### src/rtl/fpd_pkg.sv
// rtl/fpd_pkg.sv - shared types, constants and special-operand decode for the sync_fpd divider
package fpd_pkg;

    typedef enum logic [1:0] {IDLE, CALC, NORM, DONE} fpd_state_t;

    localparam logic [31:0] QNAN    = 32'h7FC00000;
    localparam logic [31:0] POS_INF = 32'h7F800000;
    localparam int          EXP_MAX = 255;
    localparam int          ITER    = 25;

    typedef struct packed {
        logic        hit;
        logic [31:0] val;
    } fpd_special_t;

    // Denormals flush to zero; the isZero sideband overrides the encoded value.
    function automatic fpd_special_t fpd_classify(input logic [31:0] a, input logic za,
                                                  input logic [31:0] b, input logic zb);
        fpd_special_t r;
        logic sign, zero_a, zero_b, inf_a, inf_b, nan_a, nan_b;
        sign   = a[31] ^ b[31];
        zero_a = za || (a[30:23] == 8'd0);
        zero_b = zb || (b[30:23] == 8'd0);
        inf_a  = !za && (a[30:23] == 8'hFF) && (a[22:0] == 23'd0);
        inf_b  = !zb && (b[30:23] == 8'hFF) && (b[22:0] == 23'd0);
        nan_a  = !za && (a[30:23] == 8'hFF) && (a[22:0] != 23'd0);
        nan_b  = !zb && (b[30:23] == 8'hFF) && (b[22:0] != 23'd0);
        r.hit  = 1'b1;
        if (nan_a || nan_b || (zero_a && zero_b) || (inf_a && inf_b))
            r.val = QNAN;
        else if (zero_b || inf_a)
            r.val = POS_INF | {sign, 31'd0};
        else if (zero_a || inf_b)
            r.val = {sign, 31'd0};
        else begin
            r.hit = 1'b0;
            r.val = 32'd0;
        end
        return r;
    endfunction

endpackage

### src/rtl/fpd_mant_div.sv
// rtl/fpd_mant_div.sv - radix-2 restoring mantissa divider, q = floor(ma*2^(MANT_W)/mb), one bit per cycle
module fpd_mant_div
    import fpd_pkg::*;
#(
    parameter int MANT_W = 24
) (
    input  logic              clk,
    input  logic              rst,
    input  logic              load,
    input  logic [MANT_W-1:0] ma,
    input  logic [MANT_W-1:0] mb,
    output logic              busy,
    output logic              valid,
    output logic [MANT_W:0]   q
);

    logic [MANT_W-1:0] div_r;
    logic [MANT_W:0]   rem;
    logic [MANT_W:0]   shifted;
    logic              ge;
    logic [4:0]        cnt;

    always_comb begin
        shifted = {rem[MANT_W-1:0], 1'b0};
        ge      = shifted >= {1'b0, div_r};
    end

    // The load edge resolves the integer quotient bit, so the remaining 24 bits
    // finish 24 cycles later and valid pulses right after the 25th bit.
    always_ff @(posedge clk) begin
        if (rst) begin
            div_r <= '0;
            rem   <= '0;
            q     <= '0;
            cnt   <= '0;
            busy  <= 1'b0;
            valid <= 1'b0;
        end else begin
            valid <= 1'b0;
            if (load) begin
                div_r <= mb;
                rem   <= (ma >= mb) ? {1'b0, ma - mb} : {1'b0, ma};
                q     <= {{MANT_W{1'b0}}, (ma >= mb)};
                cnt   <= 5'd1;
                busy  <= 1'b1;
            end else if (busy) begin
                rem <= ge ? shifted - {1'b0, div_r} : shifted;
                q   <= {q[MANT_W-1:0], ge};
                cnt <= cnt + 5'd1;
                if (cnt == 5'(ITER - 1)) begin
                    busy  <= 1'b0;
                    valid <= 1'b1;
                end
            end
        end
    end

endmodule

### src/rtl/sync_fpd.sv
// rtl/sync_fpd.sv - sequential IEEE-754 single divider; FPD_DIVZERO_FLAG_EN adds the divByZero output
module sync_fpd
    import fpd_pkg::*;
#(
    parameter int MANT_W = 24,
    parameter int EXP_W  = 8,
    parameter int BIAS   = 127
) (
    input  logic        clk,
    input  logic        rst,
    input  logic        start,
    input  logic [31:0] A,
    input  logic        isZeroA,
    input  logic [31:0] B,
    input  logic        isZeroB,
    output logic        busy,
    output logic        done,
    output logic [31:0] quotient,
    output logic        isZeroOut
`ifdef FPD_DIVZERO_FLAG_EN
    ,
    output logic        divByZero
`endif
);

    fpd_state_t        state;
    fpd_special_t      spec_in, spec_r;
    logic              sign_r;
    logic [EXP_W-1:0]  ea_r, eb_r;
    logic [31:0]       res_r, norm_val;
    logic              div_load, div_busy, div_valid;
    logic [MANT_W:0]   div_q;
    logic signed [9:0] e_raw, e_adj;
    logic [MANT_W-2:0] frac;
`ifdef FPD_DIVZERO_FLAG_EN
    logic              dbz_r;
`endif

    assign spec_in  = fpd_classify(A, isZeroA, B, isZeroB);
    assign div_load = (state == IDLE) && start && !spec_in.hit;

    fpd_mant_div #(.MANT_W(MANT_W)) u_mant_div (
        .clk   (clk),
        .rst   (rst),
        .load  (div_load),
        .ma    ({1'b1, A[MANT_W-2:0]}),
        .mb    ({1'b1, B[MANT_W-2:0]}),
        .busy  (div_busy),
        .valid (div_valid),
        .q     (div_q)
    );

    always_comb begin
        e_raw = 10'(ea_r) - 10'(eb_r) + 10'(BIAS);
        e_adj = div_q[MANT_W] ? e_raw : e_raw - 10'sd1;
        frac  = div_q[MANT_W] ? div_q[MANT_W-1:1] : div_q[MANT_W-2:0];
        if (e_adj >= $signed(10'(EXP_MAX)))
            norm_val = POS_INF | {sign_r, 31'd0};
        else if (e_adj < 10'sd1)
            norm_val = {sign_r, 31'd0};
        else
            norm_val = {sign_r, e_adj[EXP_W-1:0], frac};
    end

    always_ff @(posedge clk) begin
        if (rst) begin
            state     <= IDLE;
            busy      <= 1'b0;
            done      <= 1'b0;
            quotient  <= '0;
            isZeroOut <= 1'b0;
            spec_r    <= '0;
            sign_r    <= 1'b0;
            ea_r      <= '0;
            eb_r      <= '0;
            res_r     <= '0;
`ifdef FPD_DIVZERO_FLAG_EN
            dbz_r     <= 1'b0;
            divByZero <= 1'b0;
`endif
        end else begin
            done <= 1'b0;
            case (state)
                IDLE: if (start) begin
                    spec_r <= spec_in;
                    sign_r <= A[31] ^ B[31];
                    ea_r   <= A[30:23];
                    eb_r   <= B[30:23];
                    busy   <= 1'b1;
`ifdef FPD_DIVZERO_FLAG_EN
                    dbz_r  <= (isZeroB || B[30:23] == 8'd0) && !isZeroA &&
                              (A[30:23] != 8'd0) && (A[30:23] != 8'hFF);
`endif
                    state  <= spec_in.hit ? NORM : CALC;
                end
                CALC: if (div_valid && !div_busy) state <= NORM;
                NORM: begin
                    res_r <= spec_r.hit ? spec_r.val : norm_val;
                    state <= DONE;
                end
                DONE: begin
                    quotient  <= res_r;
                    isZeroOut <= (res_r[30:0] == 31'd0);
                    done      <= 1'b1;
                    busy      <= 1'b0;
`ifdef FPD_DIVZERO_FLAG_EN
                    divByZero <= dbz_r;
`endif
                    state     <= IDLE;
                end
                default: state <= IDLE;
            endcase
        end
    end

endmodule

### config.mk
export PLATFORM = sky130hd
export DESIGN_NAME = sync_fpd
export DESIGN_NICKNAME = d
export VERILOG_FILES = /design/src/rtl/fpd_pkg.sv /design/src/rtl/fpd_mant_div.sv /design/src/rtl/sync_fpd.sv
export SDC_FILE = /design/constraint.sdc
export NUM_CORES = 1
export LEC_CHECK = 0
export CORE_UTILIZATION = 70
export DETAILED_ROUTE_END_ITERATION = 6
export DONT_BUFFER_PORTS = 1
export PLACE_DENSITY = 0.94
export SETUP_SLACK_MARGIN = 0.5
export SYNTH_ARGS = -nofsm -noshare
export SYNTH_HDL_FRONTEND = slang
export SYNTH_SLANG_ARGS = --single-unit
### constraint.sdc
create_clock -name clk -period 9.2 [get_ports clk]
set_input_delay 1.84 -clock clk [delete_from_list [all_inputs] [get_ports clk]]
set_output_delay 1.84 -clock clk [all_outputs]
set_load 0.03 [all_outputs]
### After elaboration in Yosys (flattened, before gate mapping)

Cells that the tools add are included.
Widths: inputs -> output; s select.

* add/sub/neg operators: 6
* multiply operators: 0
* div/mod/pow operators: 0
* order comparisons: 4
* eq/ne operators: 8
* shift-type cells: 0
* multiplexer cells: 30
* bitwise logic cells: 2
* reduce and logical (&&, ||, !) cells: 37

Operators by type and width (count)
* $mux 32: 4
* $mux 24: 4
* $mux 31: 2
* $sub 24x24->24: 2
* $logic_not 23->1: 2
* $reduce_bool 23->1: 2
* $logic_not 31->1: 1
* $ge 25x24->1: 1
* $ge 24x24->1: 1
* $mux 23: 1
* $eq 8x8->1 const B: 2
* $logic_not 8->1: 2
* $mux 1: 13
* $logic_and 1x1->1: 11
* $add 9x8->10 const B: 1
* $ge 10x9->1 const B: 1
* $lt 10x2->1 const B: 1
* $mux 10: 1
* $sub 10x2->10 const B: 1
* $sub 8x8->9: 1
* $pmux 2 s4: 1
* $logic_or 1x1->1: 7
* $mux 2: 3
* $reduce_and 2->1: 3
* other kinds (13): 19

* register bits after elaboration: 199
* bits in latches: 0
* memory bits (writable): 0
* memory bits (read-only): 0
* memories kept: 0

### Longest topological paths before layout

Gate-level depths: netlist of run 1.

* depth in word-level cells: 10
* mapped depth: 17
* gate-level depth less buffers: 16

### Cells and area by module

Synthesis of run 1 repeated with hierarchy kept, for this count alone.

* cell total of the unflattened synthesis: 1368
* area total of the unflattened synthesis: 11048.1 um^2

Modules (own cells, without submodules)
* fpd_mant_div: times used 1, cells each 821, area each 6449.9 um^2, sequential area each 1601.5 um^2
* sync_fpd: times used 1, cells each 547, area each 4598.2 um^2, sequential area each 1801.7 um^2

### Least setup slack after synthesis of run 1

Ideal clock, no wire load.

* path kind: input-to-reg
* from: input A[0]
* to: register u_mant_div.rem[22]
* setup time: 0.134 ns
* data arrival time: 4.289 ns
* data required time: 9.066 ns
* path slack: 4.777 ns
* cell stages on the path: 12
* path buffers: 1
* cells stage by stage: inv_1 > ha_1 > fa_1 > nand2b_1 > a211oi_1 > o21ai_0 > a31oi_1 > o21ai_0 > nand2_1 > clkbuf_1 > mux2i_1 > o32ai_1

* word-level cells in the longest chain between the ends: 9
* elaborated cells on any way between the ends: 18
* those cells by class: add/sub: 1; order compare: 1; mux: 4; reduce/logical: 12

RTL lines
* start, declared: line sync_fpd.sv:12 `input logic [31:0] A,`
* parallel branches: the longest is 9 deep, another holds $sub 24x24->24
* end signal, assigned: line fpd_mant_div.sv:42 `rem <= (ma >= mb) ? {1'b0, ma - mb} : {1'b0, ma};`
* end signal, assigned: line fpd_mant_div.sv:47 `rem <= ge ? shifted - {1'b0, div_r} : shifted;`
* end, declared: line fpd_mant_div.sv:18 `logic [MANT_W:0] rem;`

Parallel ways; which one is timed is not known.
A chain may end at the register's enable or synchronous reset.

### Worst setup path after layout of run 1

* from: input A[0]
* to: register u_mant_div.rem[12]

The elaborated chain is that of the path after synthesis.

==> impl_metrics.json, run 1 <==
{
  "worst-path-buf-inv": 2,
  "worstPathRequired_ns": 9.54,
  "async_reset_ff_share_pct": 0,
  "diodes": 0,
  "ys_warn_count": 0,
  "status": "finished with violations",
  "dr.pass1.iters": 7,
  "critical_path.startpoint_type": "primary input",
  "tns_ns": 0,
  "seq_area_mm2": 0.00340,
  "yosysTopAreaCellShare_pct": 32.0,
  "clkTransAtPathRegs_ns": 0.07,
  "critical-path-slowest-cell": "a211oi_1",
  "track_usage_pct": 34.9,
  "maxSlewHeadroom_pct": 28.2,
  "worst_setup_path_end_kind": "register",
  "synth_cell_type_count": 78,
  "cts_tree": "built",
  "drv_slew": 0,
  "wl_per_cell_um": 18.4,
  "vias": 9759,
  "post-cts-setup-buffers": 0,
  "fin_crit_ns": 4.63,
  "post_cts_resized": 0,
  "max_stage_delay_ns": 0.43,
  "clk-insertion-delay-late_ns": 0.44,
  "reg2regPathDepth": 15,
  "ant_nets": 0,
  "htreeDepth": 4,
  "grt_first_pass_wirelength_mm": 44.0,
  "syn_area_per_cell_um2": 8.11,
  "synth-edff-count": 0,
  "synth_ff_type": "dfxtp_1",
  "peakVddDrop_uv": 173,
  "crit_family": "compound AO/OA/AOI/OAI gates",
  "drive_gt1_share_pct": 7.15,
  "area_delta_synth_final_pct": 5.83,
  "nets": 1409,
  "min_path_cells": 2,
  "core_mm2": 0.0147,
  "die_h_um": 125,
  "final_common_cell": "dfxtp_1",
  "final_cell_mix": "dfxtp_1, nand2_1, nor2_1, a21oi_1, mux2i_1",
  "crit_fanout": 36,
  "dp_hpwl_mm": 18.9,
  "drt_iter0_drc": 948,
  "synth_top_area_cell": "dfxtp_1",
  "root_buffer": "clkbuf_16",
  "vias_per_cell": 6.64,
  "dieArea_mm2": 0.0157,
  "grt_antenna_before_repair": 0,
  "ys_seq_area_share_pct": 32.0,
  "ctsLongestPathBuffers": 2,
  "hold_viol": 0,
  "wirelength_mm": 27.1,
  "worstSetupPathDepth": 14,
  "drc_errors": 5,
  "initial_core_util_pct": 72.4,
  "p_total_uw": 2680,
  "first_global_vias": 9223,
  "gp_congestion": 0.955,
  "ys_seq_elements": 170,
  "row_count": 44,
  "max_freq_ghz": 0.216,
  "rsz0062_at_grt": "no",
  "pin_count": 104,
  "setup_viol": 0,
  "grt_max_degree": 109,
  "finClkSkew_ns": 0.00807,
  "power_density_mw_per_mm2": 238,
  "die_x_um": 125,
  "syn_inst": 1313,
  "synthesis.nets": 1448,
  "nFillCells": 981,
  "ctsHoldBuffers": 0,
  "tightest_slew_ns": 1.08,
  "path_class": "in2reg",
  "cellLeakagePower_uw": 0.00420,
  "multi_input_area_mm2": 0.00667,
  "cap_violations": 0,
  "min_path_type": "reg2reg",
  "cts_buffers": 17,
  "fin_crit_sh_pct": 50.3,
  "ys_top_cells_by_area": "dfxtp_1, mux2i_1, ha_1",
  "synth_area_mm2": 0.0106,
  "grt-ovfl-total": 0,
  "violations": "DRC",
  "crit_chain": "inv_1 -> ha_1 -> fa_1 -> nand2b_1 -> a211oi_1 -> o21ai_0 -> a31oi_1 -> o21ai_0 -> nand2_1 -> buf_4 -> nor2_1 -> a21oi_1 -> nor2_1 -> a311oi_1",
  "cp.arrival_ns": 4.97,
  "clkSinkCount": 170,
  "io_buffers": 0
}
worst register-to-register path, delay by kind of cell, from the launching register on:
family | cells | cell delay [ns]
AO/OA/AOI/OAI | 3 | 1.13
XOR/XNOR | 2 | 0.55
adder cells (fa/ha/maj) | 3 | 0.96
buffers and inverters | 2 | 0.14
flip-flops | 1 | 0.35
AND/OR/NAND/NOR | 5 | 0.91
synth_stat cells, drive strengths merged (2+ instances only):
master	instances
a211oi	27
nor4	33
a21oi	121
a41oi	4
o2111ai	4
inv	81
nor2b	15
a21o	15
o21ai	62
a211o	6
nand4	13
o31ai	3
or3	3
a311oi	9
o21a	7
nand3	22
o32ai	3
nor3	18
buf	16
o2111a	2
o211ai	10
ha	63
xor2	24
fa	3
mux2i	108
nor2	141
o22ai	5
nand2	162
dfxtp	170
o21bai	3
a32o	2
a31oi	11
xnor2	33
a31o	4
and2	7
nand2b	12
nor3b	3
a221o	7
a21boi	3
a2111oi	4
a221oi	2
mux2	2
and3	3
clkbuf	50
or2	5
report_power, final:
part / internal (µW) / total, µW / switching, µW / leakage (µW)
combinational: 453 / 1130 / 672 / 0.00254
clock: 390 / 716 / 326 / 0.000280
sequential: 789 / 838 / 49.6 / 0.00138
total: 1630 / 2680 / 1050 / 0.00420
state kept, by name (all words and copies together) (netlist names), 2 cells and up:
signal,cells
ea_r,8
eb_r,8
quotient,32
res_r,32
spec_r,4
state,2
u_mant_div.cnt,5
u_mant_div.div_r,24
u_mant_div.q,25
u_mant_div.rem,24
cell type report:
| class | instances | share of cell area, % |
|---|---|---|
| clock buffer | 18 | 3.90 |
| tap | 184 | 2.04 |
| multi-input combinational | 996 | 59.2 |
| clock inverter | 13 | 1.39 |
| inverter | 81 | 2.70 |
| timing repair buffer | 8 | 0.533 |
| sequential | 170 | 30.2 |
per-layer routing:
| layer | track usage [%] | up-vias | routed length, µm |
|---|---|---|---|
| li1 | - | 4593 | - |
| met1 | 39.4 | 4571 | 10600 |
| met2 | 61.7 | 452 | 13300 |
| met3 | 7.49 | 143 | 1850 |
| met4 | 18.3 | 0 | 1370 |
| met5 | 0 | - | 0 |
kinds of logic after synthesis:
kind of cell | synth area share, %
simple gates | 18.7
mux | 10.4
xor+xnor | 5.23
flops | 32.0
buf+inv | 5.43
compound gates | 20.4
fa+ha+maj | 7.97
worst paths after layout:
path,slack [ns],from,end
worst min-delay path,0.45,u_mant_div.div_r[17],u_mant_div.div_r[17]
worst min register to register,0.45,u_mant_div.div_r[17],u_mant_div.div_r[17]
worst max register to register,4.99,eb_r[0],res_r[18]
worst max-delay path,4.57,A[0],u_mant_div.rem[12]
stage by stage:
stage	cell area [µm²]	hold slack [ns]	util, %	setup slack, ns	std cells
6_report	11300	0.454	76.6	4.57	1470
3_5_place_dp	10700	0.440	72.6	4.30	1439
4_1_cts	11300	0.450	76.6	4.72	1470
2_1_floorplan	10600	0.432	-	4.78	1313
3_3_place_gp	10700	0.436	72.6	4.37	1439
5_1_grt	11300	0.471	76.6	4.35	1470
No activity file was read; power rests on OpenSTA's default activity.
==> run 2, diff against run 1 <==
ABC_AREA = 1   (was default)
CORE_UTILIZATION = 65   (was 70)
PLACE_DENSITY = 0.89   (was 0.94)
clock period = 4.45 ns   (was 9.2 ns; I/O delays follow)
==> run 2 against run 1 <==
The run now ends clean. Critical path depth is 8 higher. First-iteration DRC count is 2.7% higher. Hold slack better by 0.0070 ns. Final area is 5.3% higher. Die area is 13% higher. Power grew to 2.9 times the previous value. Largest cell class unchanged. Largest power group unchanged. Highest routed layer is now met5.
==> impl_metrics.json, run 2 <==
{
  "status": "finished clean",
  "synth.most_common_cell": "nand2_1",
  "final_common_cell": "nand2_1",
  "ys_seq_elements": 170,
  "synth_cell_type_count": 45,
  "setup_viol": 0,
  "ys_top_cells_by_area": "dfxtp_1, nand2_1, inv_1",
  "fin_crit_ns": 3.43,
  "tightest_slew_ns": 0.772,
  "ys_warn_count": 0,
  "final_cell_mix": "nand2_1, inv_1, nor2_1, dfxtp_1, a21oi_1",
  "yosysTopAreaCellShare_pct": 30.5,
  "initial_core_util_pct": 66.9,
  "cp.arrival_ns": 3.82,
  "worstPathRequired_ns": 4.84,
  "synth_common_cells": "nand2_1, inv_1, nor2_1",
  "ctsHoldBuffers": 0,
  "htreeDepth": 4,
  "comb_power_share_pct": 54.2,
  "row_count": 47,
  "synth_area_mm2": 0.0112,
  "max_freq_ghz": 0.292,
  "die_x_um": 133,
  "post-place-ws_ns": 0.993,
  "syn_area_per_cell_um2": 6.49,
  "gp_congestion": 0.949,
  "ctsLongestPathBuffers": 2,
  "critical_path.startpoint_type": "register",
  "drv_slew": 0,
  "max_stage_delay_ns": 0.48,
  "grt-ovfl-total": 0,
  "diodes": 0,
  "vias_per_cell": 5.83,
  "final_util_pct": 71.0,
  "critical-path-slowest-cell": "fa_1",
  "crit_chain": "inv_1 -> ha_1 -> inv_1 -> fa_1 -> inv_1 -> ha_1 -> inv_1 -> nor2_1 -> nand3_1 -> nor2_1 -> nand3_1 -> nor2_1 -> nand2_1 -> nor2_1 -> nand2_1 -> nand2_2 -> nor2_2 -> nand2_2 -> inv_1 -> nor2_1 -> nor2_1 -> nor2_1",
  "drive_gt1_share_pct": 4.66,
  "track_usage_pct": 34.0,
  "p_switching_uw": 3850,
  "cts_tree": "built",
  "power_density_mw_per_mm2": 654,
  "vias": 11200,
  "cap_violations": 0,
  "async_reset_ff_share_pct": 0,
  "ant_nets": 0,
  "wl_per_cell_um": 15.4,
  "cts_buffers": 17,
  "synth_ff_type": "dfxtp_1",
  "dieArea_mm2": 0.0177,
  "clkPwrFrac_pct": 19.6,
  "switching_share_pct": 49.7,
  "dp_hpwl_mm": 21.8,
  "drt_iter0_drc": 974,
  "synth-edff-count": 0,
  "nets": 1819,
  "die_h_um": 133,
  "post-cts-setup-buffers": 0,
  "io_buffers": 0,
  "finClkSkew_ns": 0.0104,
  "peakVddDrop_uv": 638,
  "first_global_vias": 10400,
  "root_buffer": "clkbuf_16",
  "maxSlewHeadroom_pct": 48.5,
  "core_mm2": 0.0167,
  "grt_max_degree": 63,
  "cp-startpoint": "ea_r[0]",
  "worst_setup_path_end_kind": "register",
  "ys_seq_area_share_pct": 30.5,
  "cellInternalPower_uw": 3900,
  "reg2reg_from": "ea_r[0]",
  "synth_top_area_cell": "dfxtp_1",
  "fin_crit_sh_pct": 77.1,
  "synthesis.nets": 1856,
  "clkTransAtPathRegs_ns": 0.07,
  "pin_count": 104,
  "wirelength_mm": 29.5,
  "min_path_type": "reg2reg",
  "hold_viol": 0,
  "crit_fanout": 29,
  "clk-insertion-delay-late_ns": 0.45,
  "tns_ns": 0,
  "cellLeakagePower_uw": 0.00545,
  "path_class": "reg2reg",
  "top_regs": "quotient (32), res_r (32), u_mant_div.q (25)",
  "syn_inst": 1721,
  "grt_first_pass_wirelength_mm": 48.6,
  "seq_power_share_pct": 26.2,
  "worst_slack_ns": 1.02,
  "dr.pass1.iters": 7,
  "grt_antenna_before_repair": 1,
  "hp-start": "res_r[21]",
  "area_delta_synth_final_pct": 6.17,
  "crit_top_cell": "nor2_1",
  "post_cts_resized": 0,
  "rsz0062_at_grt": "no",
  "clkSinkCount": 170,
  "drc_errors": 0
}
run 2: layout make-up:
class                      count  area [µm²]
clock buffer                  17         425
tap                          220         275
sequential                   170        3400
multi-input combinational   1238        6550
timing repair buffer          13        97.6
fill                        1425        4850
inverter                     244         916
clock inverter                15         185
run 2: worst paths after layout:
check	slack (ns)	cells after the start	end
min	0.46	2	res_r[21]
max	1.02	22	res_r[11]
max reg2reg	1.02	22	res_r[11]
min reg2reg	0.46	2	res_r[21]
run 2: logic make-up (layout without fill, tap and decap cells):
group | Yosys count | count (layout) | share of synthesized area [%]
adders and majority gates | 66 | 66 | 7.60
DFF | 170 | 170 | 30.5
AOI/OAI and AO/OA | 393 | 393 | 19.4
and+or+nand+nor | 735 | 735 | 28.1
xor gates and xnor gates | 39 | 39 | 3.06
muxes | 5 | 5 | 0.482
buffers and inverters | 313 | 289 | 10.8
run 2: critical path: cells and delay by family, from the launching register on:
| kind | cells | cell delay [ns] |
|---|---|---|
| buffers and inverters | 5 | 0.36 |
| flip-flops | 1 | 0.30 |
| adder cells (fa/ha/maj) | 3 | 0.92 |
| AND/OR/NAND/NOR | 14 | 1.78 |
run 2: power by group through the flow:
stage	clock, µW	sequential, µW	combinational [µW]
after floorplan	0	2010	3420
after CTS	1520	2020	4140
after global placement	0	2050	3980
final	1520	2030	4200
after detailed placement	0	2060	4080
after global routing	1600	2050	4700
run 2: per-stage QoR:
stage / std cells / total power, µW / cell area (µm²) / hold WS, ns
floorplan: 1721 / 5430 / 11200 / 0.433
global placement: 1885 / 6030 / 11200 / 0.443
detailed placement: 1885 / 6130 / 11200 / 0.449
CTS: 1917 / 7680 / 11900 / 0.460
global route: 1917 / 8360 / 11900 / 0.479
finish: 1917 / 7750 / 11900 / 0.461
run 2: routing by layer:
metal | GRT usage, % | up-vias | share of wire, %
li1 | - | 5588 | -
met5 | 0 | - | 0.044
met1 | 39.0 | 5055 | 41
met3 | 7.85 | 104 | 7.2
met4 | 18.6 | 2 | 4.6
met2 | 58.3 | 432 | 47
==> run 3, diff against run 2 <==
clock period = 3.5 ns   (was 4.45 ns; I/O delays follow)
==> run 3 against run 2 <==
The run now ends with DRC left. Non-clock buffer count increased by 16. Final cell count up 0.83%. Combinational power is 72% higher. Worst setup slack lost 0.77 ns. Critical path depth shrank 1. Clock power up 30%. Final area grew 4.8%. Sequential power is 28% higher. Via count up 4.6%. Global-route usage is 0.56 points higher. Critical endpoint is now res_r[23]. Largest power group unchanged. Highest routed layer is now met4.
==> impl_metrics.json, run 3 (synthesized netlist as in run 2, its figures left out) <==
{
  "status": "finished with violations",
  "violations": "DRC",
  "wirelength_mm": 32.7,
  "seq_power_share_pct": 22.0,
  "min_path_type": "in2reg",
  "vias_per_cell": 6.05,
  "post-place-ws_ns": 0.283,
  "comb_power_share_pct": 61.2,
  "max_stage_delay_ns": 0.39,
  "worstSetupPathDepth": 21,
  "nets": 1835,
  "clkPwrFrac_pct": 16.8,
  "clk-insertion-delay-late_ns": 0.44,
  "vias": 11700,
  "pin_count": 104,
  "diodes": 0,
  "p_switching_uw": 5970,
  "finClkSkew_ns": 0.0119,
  "clkSinkCount": 170,
  "hold_ws_ns": 0.320,
  "drc_errors": 7,
  "cts_buffers": 17,
  "io_buffers": 0,
  "worst_slack_ns": 0.247,
  "cellLeakagePower_uw": 0.00560,
  "fin_crit_sh_pct": 92.9,
  "rsz0062_at_grt": "yes",
  "switching_share_pct": 50.7,
  "wl_per_cell_um": 16.9,
  "max_freq_ghz": 0.307,
  "die_x_um": 133,
  "fin_crit_ns": 3.25,
  "critical-path-slowest-cell": "fa_2",
  "power_density_mw_per_mm2": 948,
  "setup_viol": 0,
  "tightest_slew_ns": 0.749,
  "dr.pass1.iters": 7,
  "drv_slew": 0,
  "crit_fanout": 6,
  "maxSlewHeadroom_pct": 49.4,
  "grt_antenna_before_repair": 0,
  "path_class": "reg2reg",
  "cap_violations": 0,
  "crit_chain": "inv_2 -> ha_4 -> inv_4 -> fa_2 -> nand2_1 -> nand2_1 -> nand2_4 -> nand4_1 -> nor2_2 -> nand2_2 -> buf_4 -> nand2_2 -> nand2_1 -> nor2_1 -> nand2_1 -> nand2_2 -> nand2_8 -> buf_12 -> nand2_1 -> nand2_1 -> a21oi_1",
  "drive_gt1_share_pct": 9.17,
  "cts_tree": "built",
  "root_buffer": "clkbuf_16",
  "cellInternalPower_uw": 5800,
  "worst-path-buf-inv": 4,
  "drt_iter0_drc": 1047,
  "first_global_vias": 10800,
  "grt_max_degree": 63,
  "worstPathRequired_ns": 3.87,
  "initial_core_util_pct": 66.9,
  "ctsLongestPathBuffers": 2,
  "cp.arrival_ns": 3.62,
  "ant_nets": 0,
  "critical_path.startpoint_type": "register",
  "track_usage_pct": 34.5,
  "crit_family": "simple AND/OR/NAND/NOR gates",
  "die_h_um": 133,
  "grt_first_pass_wirelength_mm": 49.4,
  "top_regs": "quotient (32), res_r (32), u_mant_div.q (25)",
  "row_count": 47,
  "crit_top_cell": "nand2_1",
  "dieArea_mm2": 0.0177,
  "clkTransAtPathRegs_ns": 0.08,
  "htreeDepth": 4,
  "core_mm2": 0.0167,
  "grt-ovfl-total": 0,
  "area_delta_synth_final_pct": 11.3,
  "final_cell_mix": "nand2_1, inv_1, nor2_1, dfxtp_1, a21oi_1",
  "worst_setup_path_end_kind": "register",
  "gp_congestion": 0.967,
  "reg2regPathDepth": 21,
  "peakVddDrop_uv": 1090,
  "final_common_cell": "nand2_1",
  "dp_hpwl_mm": 21.8,
  "min_path_cells": 1,
  "hold_viol": 0
}
-- run 3: cell count changes in the layout (fill, tap and decap cells not counted), moves of 9 or more --
cell / previous run / this run
a21oi_1: 162 / 152
a21oi_2: 4 / 13
buf_4: 13 / 22
nand2_1: 343 / 325
nand2_2: 8 / 22
nand3_1: 117 / 106
-- run 3: final timing paths --
kind / startpoint / to / slack, ns
worst max-delay path: ea_r[0] / res_r[23] / 0.25
worst max register to register: ea_r[0] / res_r[23] / 0.25
worst min-delay path: rst / res_r[25] / 0.32
worst min register to register: eb_r[2] / eb_r[2] / 0.46
-- run 3: final cells by class --
class                           count  area [µm²]
Multi-Input combinational cell   1238        6870
Fill cell                        1256        4280
Sequential cell                   170        3410
Inverter                          244         922
Clock buffer                       17         425
Timing Repair Buffer               29         313
Tap cell                          220         275
Clock inverter                     15         206
-- run 3: power groups by stage --
stage / sequential (µW) / clock [µW] / combinational (µW)
after floorplan: 2560 / 0 / 4340
after global placement: 2600 / 0 / 5200
after detailed placement: 2620 / 0 / 5330
after CTS: 2580 / 1970 / 5890
after global routing: 2620 / 2070 / 7770
final: 2590 / 1980 / 7210
-- run 3: metal layers --
| layer | part of all wire, % | GRT usage, % | vias up |
|---|---|---|---|
| li1 | - | - | 5618 |
| met1 | 38 | 38.4 | 5307 |
| met2 | 49 | 62.0 | 604 |
| met3 | 7.8 | 6.74 | 167 |
| met4 | 5.4 | 18.1 | 0 |
| met5 | 0 | 0 | - |
-- run 3: timing repair --
| item | 4_1_cts | 5_1_grt |
|---|---|---|
| hold buffers | 0 | 0 |
| setup endpoints to repair | 30 | 46 |
| gates cloned | 1 | 1 |
| pin swaps | 17 | 26 |
| gates resized for setup | 29 | 65 |
| setup buffers | 2 | 5 |
-- run 3: through the flow --
| step | TNS (ns) | cell area (µm²) | std cells | util, % | power, µW |
|---|---|---|---|---|---|
| 2_1_floorplan | 0 | 11200 | 1721 | - | 6900 |
| 3_3_place_gp | 0 | 11300 | 1892 | 67.9 | 7810 |
| 3_5_place_dp | 0 | 11300 | 1892 | 67.9 | 7950 |
| 4_1_cts | 0 | 12100 | 1927 | 72.4 | 10400 |
| 5_1_grt | -0.101 | 12400 | 1933 | 74.4 | 12500 |
| 6_report | 0 | 12400 | 1933 | 74.4 | 11800 |
